`src/rtl/dmem_port_arbiter.sv`:
```
// dmem_port_arbiter: shares one synchronous data-SRAM port between the CPU core and a DMA
// requester. One transaction is in flight at a time:
// IDLE (grant + latch) -> ISSUE (mem_en) -> WAIT (latency) -> DONE (ack) -> IDLE.
//
// Ports
//   clk, rst                      clock (rising edge), asynchronous active-high reset
//   cpu_req/we/addr/wdata         CPU request, held stable until cpu_ack
//   cpu_ack, cpu_rdata            one-cycle completion pulse, last CPU read data
//   dma_req/we/addr/wdata         DMA request, same contract as the CPU set
//   dma_ack, dma_rdata            one-cycle completion pulse, last DMA read data
//   mem_en/we/addr/wdata          SRAM strobe (one cycle per transaction) and command
//   mem_rdata                     SRAM read data, valid MEM_LATENCY cycles after mem_en
//   busy                          high whenever the FSM is not idle
//   owner                         0 = CPU, 1 = DMA; current or last granted port
module dmem_port_arbiter #(
  parameter int unsigned ADDR_W      = 32,
  parameter int unsigned DATA_W      = 32,
  parameter int unsigned MEM_LATENCY = 1,
  parameter int unsigned ARB_MODE    = 1
) (
  input  logic              clk,
  input  logic              rst,
  input  logic              cpu_req,
  input  logic              cpu_we,
  input  logic [ADDR_W-1:0] cpu_addr,
  input  logic [DATA_W-1:0] cpu_wdata,
  output logic              cpu_ack,
  output logic [DATA_W-1:0] cpu_rdata,
  input  logic              dma_req,
  input  logic              dma_we,
  input  logic [ADDR_W-1:0] dma_addr,
  input  logic [DATA_W-1:0] dma_wdata,
  output logic              dma_ack,
  output logic [DATA_W-1:0] dma_rdata,
  output logic              mem_en,
  output logic              mem_we,
  output logic [ADDR_W-1:0] mem_addr,
  output logic [DATA_W-1:0] mem_wdata,
  input  logic [DATA_W-1:0] mem_rdata,
  output logic              busy,
  output logic              owner
);

  if (MEM_LATENCY < 1 || MEM_LATENCY > 7) begin : g_bad_latency
    $error("dmem_port_arbiter: MEM_LATENCY must be in 1..7");
  end

  localparam logic [2:0] CntLoad = 3'(MEM_LATENCY - 1);

  typedef enum logic [1:0] {StIdle, StIssue, StWait, StDone} state_e;

  state_e            state_q, state_d;
  logic              owner_q, owner_d;
  logic              last_owner_q, last_owner_d;
  logic              we_q, we_d;
  logic [ADDR_W-1:0] addr_q, addr_d;
  logic [DATA_W-1:0] wdata_q, wdata_d;
  logic [DATA_W-1:0] cpu_rdata_q, cpu_rdata_d;
  logic [DATA_W-1:0] dma_rdata_q, dma_rdata_d;
  logic [2:0]        cnt_q, cnt_d;
  logic              grant_dma;

  // DMA wins when it is alone, or on a round-robin tie when the CPU had the last grant.
  always_comb begin
    grant_dma = dma_req && (!cpu_req || (ARB_MODE != 0 && !last_owner_q));
  end

  always_comb begin
    state_d      = state_q;
    owner_d      = owner_q;
    last_owner_d = last_owner_q;
    we_d         = we_q;
    addr_d       = addr_q;
    wdata_d      = wdata_q;
    cpu_rdata_d  = cpu_rdata_q;
    dma_rdata_d  = dma_rdata_q;
    cnt_d        = cnt_q;
    unique case (state_q)
      StIdle: begin
        if (cpu_req || dma_req) begin
          owner_d = grant_dma;
          we_d    = grant_dma ? dma_we    : cpu_we;
          addr_d  = grant_dma ? dma_addr  : cpu_addr;
          wdata_d = grant_dma ? dma_wdata : cpu_wdata;
          cnt_d   = CntLoad;
          state_d = StIssue;
        end
      end
      StIssue: state_d = StWait;
      StWait: begin
        if (cnt_q == 3'd0) begin
          if (!we_q) begin
            if (owner_q) dma_rdata_d = mem_rdata;
            else         cpu_rdata_d = mem_rdata;
          end
          state_d = StDone;
        end else begin
          cnt_d = cnt_q - 3'd1;
        end
      end
      StDone: begin
        last_owner_d = owner_q;
        state_d      = StIdle;
      end
      default: state_d = StIdle;
    endcase
  end

  always_ff @(posedge clk or posedge rst) begin
    if (rst) begin
      state_q      <= StIdle;
      owner_q      <= 1'b0;
      last_owner_q <= 1'b1;  // CPU takes the first round-robin tie
      we_q         <= 1'b0;
      addr_q       <= '0;
      wdata_q      <= '0;
      cpu_rdata_q  <= '0;
      dma_rdata_q  <= '0;
      cnt_q        <= 3'd0;
    end else begin
      state_q      <= state_d;
      owner_q      <= owner_d;
      last_owner_q <= last_owner_d;
      we_q         <= we_d;
      addr_q       <= addr_d;
      wdata_q      <= wdata_d;
      cpu_rdata_q  <= cpu_rdata_d;
      dma_rdata_q  <= dma_rdata_d;
      cnt_q        <= cnt_d;
    end
  end

  // Outputs decode straight from the state register so reset drops them immediately.
  always_comb begin
    mem_en    = (state_q == StIssue);
    mem_we    = mem_en && we_q;
    mem_addr  = addr_q;
    mem_wdata = wdata_q;
    cpu_ack   = (state_q == StDone) && !owner_q;
    dma_ack   = (state_q == StDone) && owner_q;
    busy      = (state_q != StIdle);
    owner     = owner_q;
    cpu_rdata = cpu_rdata_q;
    dma_rdata = dma_rdata_q;
  end

endmodule
```
`config.mk`:
```
export PLATFORM = sky130hd
export DESIGN_NAME = dmem_port_arbiter
export DESIGN_NICKNAME = d
export VERILOG_FILES = /design/src/rtl/dmem_port_arbiter.sv
export SDC_FILE = /design/constraint.sdc
export NUM_CORES = 1
export LEC_CHECK = 0
export ABC_CLOCK_PERIOD_IN_PS = 7350
export BUFFER_PORTS_ARGS = -buffer_cell sky130_fd_sc_hd__buf_2
export CORE_AREA = 2 2 116 118
export CTS_CLUSTER_SIZE = 25
export DETAILED_ROUTE_END_ITERATION = 8
export DIE_AREA = 0 0 118 120
export GPL_TIMING_DRIVEN = 0
export HOLD_SLACK_MARGIN = 0.1
export PLACE_DENSITY_LB_ADDON = 0.2
export SETUP_SLACK_MARGIN = 0.2
export SYNTH_ARGS = -nofsm -noshare
export SYNTH_HDL_FRONTEND = slang
export SYNTH_SLANG_ARGS = --single-unit
export TNS_END_PERCENT = 20
```
`constraint.sdc`:
```
create_clock -name clk -period 7.35 [get_ports clk]
set_clock_uncertainty 0.15 [all_clocks]
set_input_delay 0.735 -clock clk [delete_from_list [all_inputs] [get_ports clk]]
set_output_delay 0.735 -clock clk [all_outputs]
set_load 0.01 [all_outputs]
```
==> results of run 1 <==
-- per-stage QoR --
| step | hold slack [ps] | std cells | power, W |
|---|---|---|---|
| floorplan | 349.2 | 539 | 0.002210 |
| global placement | 330.5 | 1014 | 0.002798 |
| detailed placement | 336.5 | 1015 | 0.002862 |
| CTS | 221.0 | 1047 | 0.003669 |
| global route | 244.4 | 1047 | 0.003887 |
| finish | 211.7 | 1047 | 0.003643 |
-- registers in the layout, indices dropped and copies added (netlist names) --
name and cells:
last_owner_q 1, owner 1, cnt_q 3, state_q 2
we_q 1, mem_wdata 32, dma_rdata 32, mem_addr 32
cpu_rdata 32
-- Yosys cell counts, drive strengths merged (2+ instances only) --
cell type | instances | area share [%]
clkbuf | 12 | 0.78
buf | 23 | 2.3
nor2 | 66 | 4.3
inv | 6 | 0.39
mux2 | 66 | 13
ha | 7 | 1.5
a21oi | 131 | 11
o21ai | 5 | 0.43
and2 | 2 | 0.22
nand2 | 66 | 4.3
nand3 | 4 | 0.34
nor2b | 2 | 0.22
dfrtp | 135 | 58
-- report_power, final --
group / internal (W) / switching, W / total, W
registers: 0.00113 / 0.000214 / 0.00135
clock network: 0.000467 / 0.000330 / 0.000797
logic: 0.000676 / 0.000823 / 0.00150
total: 0.00228 / 0.00137 / 0.00364
-- worst paths after layout --
kind | endpoint | from | cells after the start | slack (ps)
worst max-delay path | busy | state_q[0] | 4 | 5040
worst min-delay path | cpu_rdata[24] | rst | 2 | 210
worst max register to register | mem_wdata[5] | state_q[0] | 7 | 5200
worst min register to register | dma_rdata[25] | dma_rdata[25] | 1 | 350
max in group asynchronous | mem_wdata[28] | rst | 3 | 6080
min in group clk | dma_rdata[25] | dma_rdata[25] | 1 | 350
-- per-layer routing --
layer	global-route usage, %	wire, um
met5	0	13
met3	7.414	1411
met1	29.31	6779
met4	9.262	330
met2	40.44	8522
-- final cells by class --
type / instances / area (um^2)
clock inverter: 14 / 126.4
sequential: 136 / 3405
inverter: 6 / 27.53
fill: 1119 / 4872
buffer: 35 / 178.9
tap: 176 / 220.2
timing repair buffer: 300 / 1524
clock buffer: 18 / 429.2
multi-input combinational: 362 / 2197
-- cell families (layout without fill, tap and decap cells) --
logic type | count (synthesis) | in the layout | share of synthesized area [%]
buffers and inverters | 41 | 373 | 3.471
adders and majority gates | 7 | 7 | 1.509
AOI/OAI and AO/OA | 142 | 142 | 12.59
and+or+nand+nor | 147 | 147 | 10.95
muxes | 66 | 66 | 12.81
DFF | 136 | 136 | 58.67
-- cells in the final DEF (no fill, tap or decap), types with 2 or more instances in the layout --
cell	count
buf_2	310
dfrtp_1	135
a21oi_1	131
mux2_2	66
nand2_1	66
nor2_1	66
clkbuf_16	17
clkbuf_1	13
ha_1	7
buf_1	6
inv_1	5
inv_6	4
o21ai_0	4
nand3_1	4
clkinv_4	4
clkinv_2	4
buf_4	3
buf_6	3
and2_1	2
nor2b_1	2
clkinvlp_4	2
==> flow_metrics.env, run 1 <==
export IMPL_post_dp_hpwl_um=12990
export IMPL_routabilityCongestion=0.8463
export IMPL_setup_worst_path_start_class="flop"
export IMPL_dpl_instance_area_um2=7552
export IMPL_detailedRoute_firstIterationViolations=255
export IMPL_crit_slowest_cell="dfrtp_1"
export IMPL_cts_repair_timing_setup_buffer_count=0
export IMPL_clock_tree_from_tritoncts="yes"
export IMPL_worst_margin_slew_ps=607.2
export IMPL_first_pass_iters=4
export IMPL_synth_ff_latch_count=136
export IMPL_timing_critical_path_cells="inv_1 -> ha_1 -> inv_1 -> buf_2"
export IMPL_number_of_vias_after_detailed_routing=5267
export IMPL_top_level_ports=300
export IMPL_die_area_um2=14160
export IMPL_cts_sinks=136
export IMPL_pwr_density_cell_nw_per_um2=449.3
export IMPL_die_height_um=120
export IMPL_setup_violations_final=0
export IMPL_cp_slowest_stage_delay_ps=420
export IMPL_first_pass_grt_wire_length_um=26540
export IMPL_synth_cells=539
export IMPL_ys_warn_count=0
export IMPL_layout_nets=1031
export IMPL_placeableCoreArea_um2=12980
export IMPL_drive_gt1_share_pct=48.45
export IMPL_post_synth_num_cell_types=31
export IMPL_postSynthAreaPerCell_um2=10.77
export IMPL_p_leak_nw=4.057
export IMPL_cts_max_path_buffers=2
export IMPL_postSynth_asyncResetShare_pct=100.0
export IMPL_die_x_um=118
export IMPL_finished_cell_area_um2=8108
export IMPL_mappedNetlistArea_um2=5803
export IMPL_grt_pass1_vias=5215
export IMPL_cts_inserted_buffers=17
export IMPL_area_delta_synth_final_pct=39.72
export IMPL_drv_cap=0
export IMPL_grt_max_degree=85
export IMPL_dominantRegCellSynth="dfrtp_1"
export IMPL_detailed_route_vias_per_instance=5.031
export IMPL_worst_vdd_drop_mv=0.2147
export IMPL_postLayoutSetupSlackWorst_ps=5041
export IMPL_drv_slew=0
export IMPL_final_period_demand_of_the_worst_path_ps=2309
export IMPL_fmax_mhz=433.1
export IMPL_num_rows=42
export IMPL_detail_route_wirelength_um=17060
export IMPL_worstPathArrival_ps=1420
export IMPL_synth_nets=712
export IMPL_fin_crit_sh_pct=31.41
export IMPL_h_tree_depth=4
export IMPL_post_cts_resize_count=0
export IMPL_grt_total_usage_pct=24.12
export IMPL_cts_hold_fix_buffers=0
export IMPL_rsz_0062_raised_after_global_routing="false"
export IMPL_drcViolationCount=0
export IMPL_holdCritPathClass="input pin to asynchronous set/reset pin"
export IMPL_antenna_found_initial=1
export IMPL_clock_latency_ps=420
export IMPL_worst_setup_path_end_kind="output port"
export IMPL_critPathKind="flop to output port"
export IMPL_root_cell_of_the_clock_tree="clkbuf_16"
export IMPL_detail_route_antenna_nets=0
export IMPL_grt_overflow_total=0
export IMPL_fin_tns_setup_ps=0
export IMPL_outcome="finished clean"
export IMPL_port_buffers=299
export IMPL_crit_required_ps=6460
export IMPL_dpl_worst_slack_ps=5014
export IMPL_critPathBufInv=3
export IMPL_timing_critical_path_max_delay_family="flip-flops"
export IMPL_synth_edff_count=0
export IMPL_hold_viol_final=0
export IMPL_effective_utilization_at_floorplan_pct=44.71
export IMPL_path_clk_slew_ps=60
export IMPL_utilization_pct=62.46
export IMPL_critPathMostFrequentCell="inv_1"
export IMPL_crit_path_max_fanout=5
export IMPL_timing_max_slew_rel_slack_pct=59.52
export IMPL_post_drt_wl_per_cell_um=16.29
export IMPL_seq_area_frac_synth_pct=58.67
export IMPL_n_antenna_cell=0
Power figures use the tool's default switching activity.
==> run 2: changes to the inputs <==
--- a/config.mk
+++ b/config.mk
@@ -5,12 +5,12 @@
 export SDC_FILE = /design/constraint.sdc
 export NUM_CORES = 1
 export LEC_CHECK = 0
-export ABC_CLOCK_PERIOD_IN_PS = 7350
+export ABC_CLOCK_PERIOD_IN_PS = 1900
 export BUFFER_PORTS_ARGS = -buffer_cell sky130_fd_sc_hd__buf_2
-export CORE_AREA = 2 2 116 118
+export CORE_MARGIN = 1
+export CORE_UTILIZATION = 41
 export CTS_CLUSTER_SIZE = 25
 export DETAILED_ROUTE_END_ITERATION = 8
-export DIE_AREA = 0 0 118 120
 export GPL_TIMING_DRIVEN = 0
 export HOLD_SLACK_MARGIN = 0.1
 export PLACE_DENSITY_LB_ADDON = 0.2
==> constraint.sdc (replaced) <==
create_clock -name clk -period 1.9 [get_ports clk]
set_clock_uncertainty 0.15 [all_clocks]
set_input_delay 0.19 -clock clk [delete_from_list [all_inputs] [get_ports clk]]
set_output_delay 0.19 -clock clk [all_outputs]
set_load 0.01 [all_outputs]
==> run 2 against run 1 <==
  * The run now ends with negative setup slack left
  * Via count rose by 28%
  * Die area up 3.3%
  * Cell area is 35% higher
  * Total power grew to 4.7 times the previous value
  * Critical path depth grew 3
  * First-iteration DRC count grew 80%
  * Setup slack worse by 5100 ps
  * Critical path type is now flop to flop
==> flow_metrics.env, run 2 (synthesis gave the netlist of run 1 again) <==
export IMPL_outcome="finished, violations left"
export IMPL_failing_checks="negative setup slack"
export IMPL_grt_total_usage_pct=30.73
export IMPL_top_layer_used="met4"
export IMPL_post_dp_hpwl_um=12980
export IMPL_first_pass_grt_wire_length_um=34200
export IMPL_routabilityCongestion=0.7871
export IMPL_final_period_demand_of_the_worst_path_ps=1928
export IMPL_cts_inserted_buffers=17
export IMPL_routed_wl_met2_um=13040
export IMPL_crit_path_max_fanout=8
export IMPL_worstPathArrival_ps=2080
export IMPL_fin_crit_sh_pct=101.5
export IMPL_first_pass_iters=5
export IMPL_antenna_found_initial=0
export IMPL_hold_viol_final=0
export IMPL_holdCritPathClass="input pin to flop"
export IMPL_pwr_density_cell_nw_per_um2=1574
export IMPL_detail_route_antenna_nets=0
export IMPL_grt_overflow_total=0
export IMPL_die_x_um=121.0
export IMPL_timing_max_slew_rel_slack_pct=59.85
export IMPL_p_leak_nw=5.336
export IMPL_effective_utilization_at_floorplan_pct=41.97
export IMPL_port_buffers=299
export IMPL_h_tree_depth=4
export IMPL_die_area_um2=14630
export IMPL_postLayoutSetupSlackWorst_ps=-28.27
export IMPL_drv_slew=0
export IMPL_detailedRoute_firstIterationViolations=460
export IMPL_cts_max_path_buffers=2
export IMPL_worst_margin_slew_ps=601.0
export IMPL_num_rows=43
export IMPL_setup_worst_path_start_class="flop"
export IMPL_path_clk_slew_ps=60
export IMPL_layout_nets=1219
export IMPL_mostFrequentLayoutCells="buf_2 (298), dlygate4sd3_1 (165), dfrtp_1 (134)"
export IMPL_placeableCoreArea_um2=13830
export IMPL_grt_max_degree=41
export IMPL_area_delta_synth_final_pct=89.00
export IMPL_root_cell_of_the_clock_tree="clkbuf_16"
export IMPL_number_of_vias_after_detailed_routing=6727
export IMPL_worst_vdd_drop_mv=0.7766
export IMPL_detail_route_wirelength_um=25460
export IMPL_top_level_ports=300
export IMPL_drcViolationCount=0
export IMPL_setup_violations_final=15
export IMPL_grt_pass1_vias=6660
export IMPL_n_antenna_cell=0
export IMPL_clock_tree_from_tritoncts="yes"
export IMPL_post_drt_wl_per_cell_um=20.55
export IMPL_worst_setup_path_end_kind="flop"
export IMPL_clock_latency_ps=420
export IMPL_detailed_route_vias_per_instance=5.429
export IMPL_fmax_mhz=518.6
export IMPL_die_height_um=121.0
export IMPL_layout_commonest_cell="buf_2"
export IMPL_crit_required_ps=2050
export IMPL_drv_cap=0
export IMPL_wirelength_met1_um=9086
export IMPL_utilization_pct=79.32
export IMPL_cts_sinks=136
export IMPL_fin_tns_setup_ps=-94.87
export IMPL_critPathKind="flop to flop"
export IMPL_worst_r2r_setup_slack_ps=-30
export IMPL_fillers=767
export IMPL_drive_gt1_share_pct=52.79
export IMPL_met3RoutedLength_um=2087
export IMPL_rsz_0062_raised_after_global_routing="true"
[run 2: critical path, cell delays in order, from the launching register on]
cell and delay (ps):
dfrtp_1 390, inv_2 100, ha_4 160, nand2b_4 70, nor4b_4 230, buf_6 220, clkbuf_16 180, mux2_4 310
[run 2: through the flow]
stage / std cells / cell area (um^2) / hold slack [ps] / setup slack [ps] / total power [W]
final: 1239 / 10970 / 203.3 / -28.27 / 0.01726
after global routing: 1239 / 10970 / 238.0 / -48.97 / 0.01807
after detailed placement: 1021 / 7589 / 138.5 / -283.0 / 0.01107
after CTS: 1222 / 10180 / 223.1 / -21.59 / 0.01540
after global placement: 1018 / 7528 / 274.9 / -950.8 / 0.01082
after floorplan: 539 / 5807 / 169.0 / -132.3 / 0.008550
[run 2: report_power, final]
group          switching [W]  total [W]  internal, W
logic                0.00415    0.00829      0.00414
registers            0.00109    0.00549      0.00439
clock network        0.00139    0.00349      0.00210
total                0.00663     0.0173       0.0106
[run 2: timing repair]
action / 4_1_cts / 5_1_grt
pin swaps: 3 / 7
endpoints found under the setup margin: 134 / 131
cloned: 0 / 6
endpoints found under the hold margin: 187 / 0
resized for setup: 90 / 170
hold buffers: 165 / 0
setup buffers: 4 / 11
[run 2: final timing paths]
| kind | endpoint | startpoint | depth (start not counted) |
|---|---|---|---|
| worst min-delay path | mem_addr[24] | dma_req | 5 |
| max in group asynchronous | mem_wdata[10] | rst | 5 |
| min in group asynchronous | dma_rdata[28] | rst | 3 |
| worst max-delay path | cpu_rdata[19] | cnt_q[0] | 7 |
| worst min register to register | cpu_rdata[2] | cpu_rdata[2] | 1 |
| worst max register to register | cpu_rdata[19] | cnt_q[0] | 7 |
[run 2: layer usage]
metal | vias up | global-route usage [%]
met1 | 3281 | 35.31
met2 | 474 | 52.68
met3 | 119 | 7.801
met4 | 0 | 15.90
met5 | - | 0
li1 | 2853 | -
[run 2: cell type report]
type | instances | area [um^2] | share of cell area [%]
clock buffers | 17 | 425.4 | 3.879
inverters | 6 | 28.78 | 0.2624
multi-input cells | 362 | 2775 | 25.30
plain buffers | 35 | 407.9 | 3.719
flip-flops and latches | 136 | 3406 | 31.05
clock inverters | 15 | 191.4 | 1.745
repair buffers | 488 | 3508 | 31.99
well taps | 180 | 225.2 | 2.053
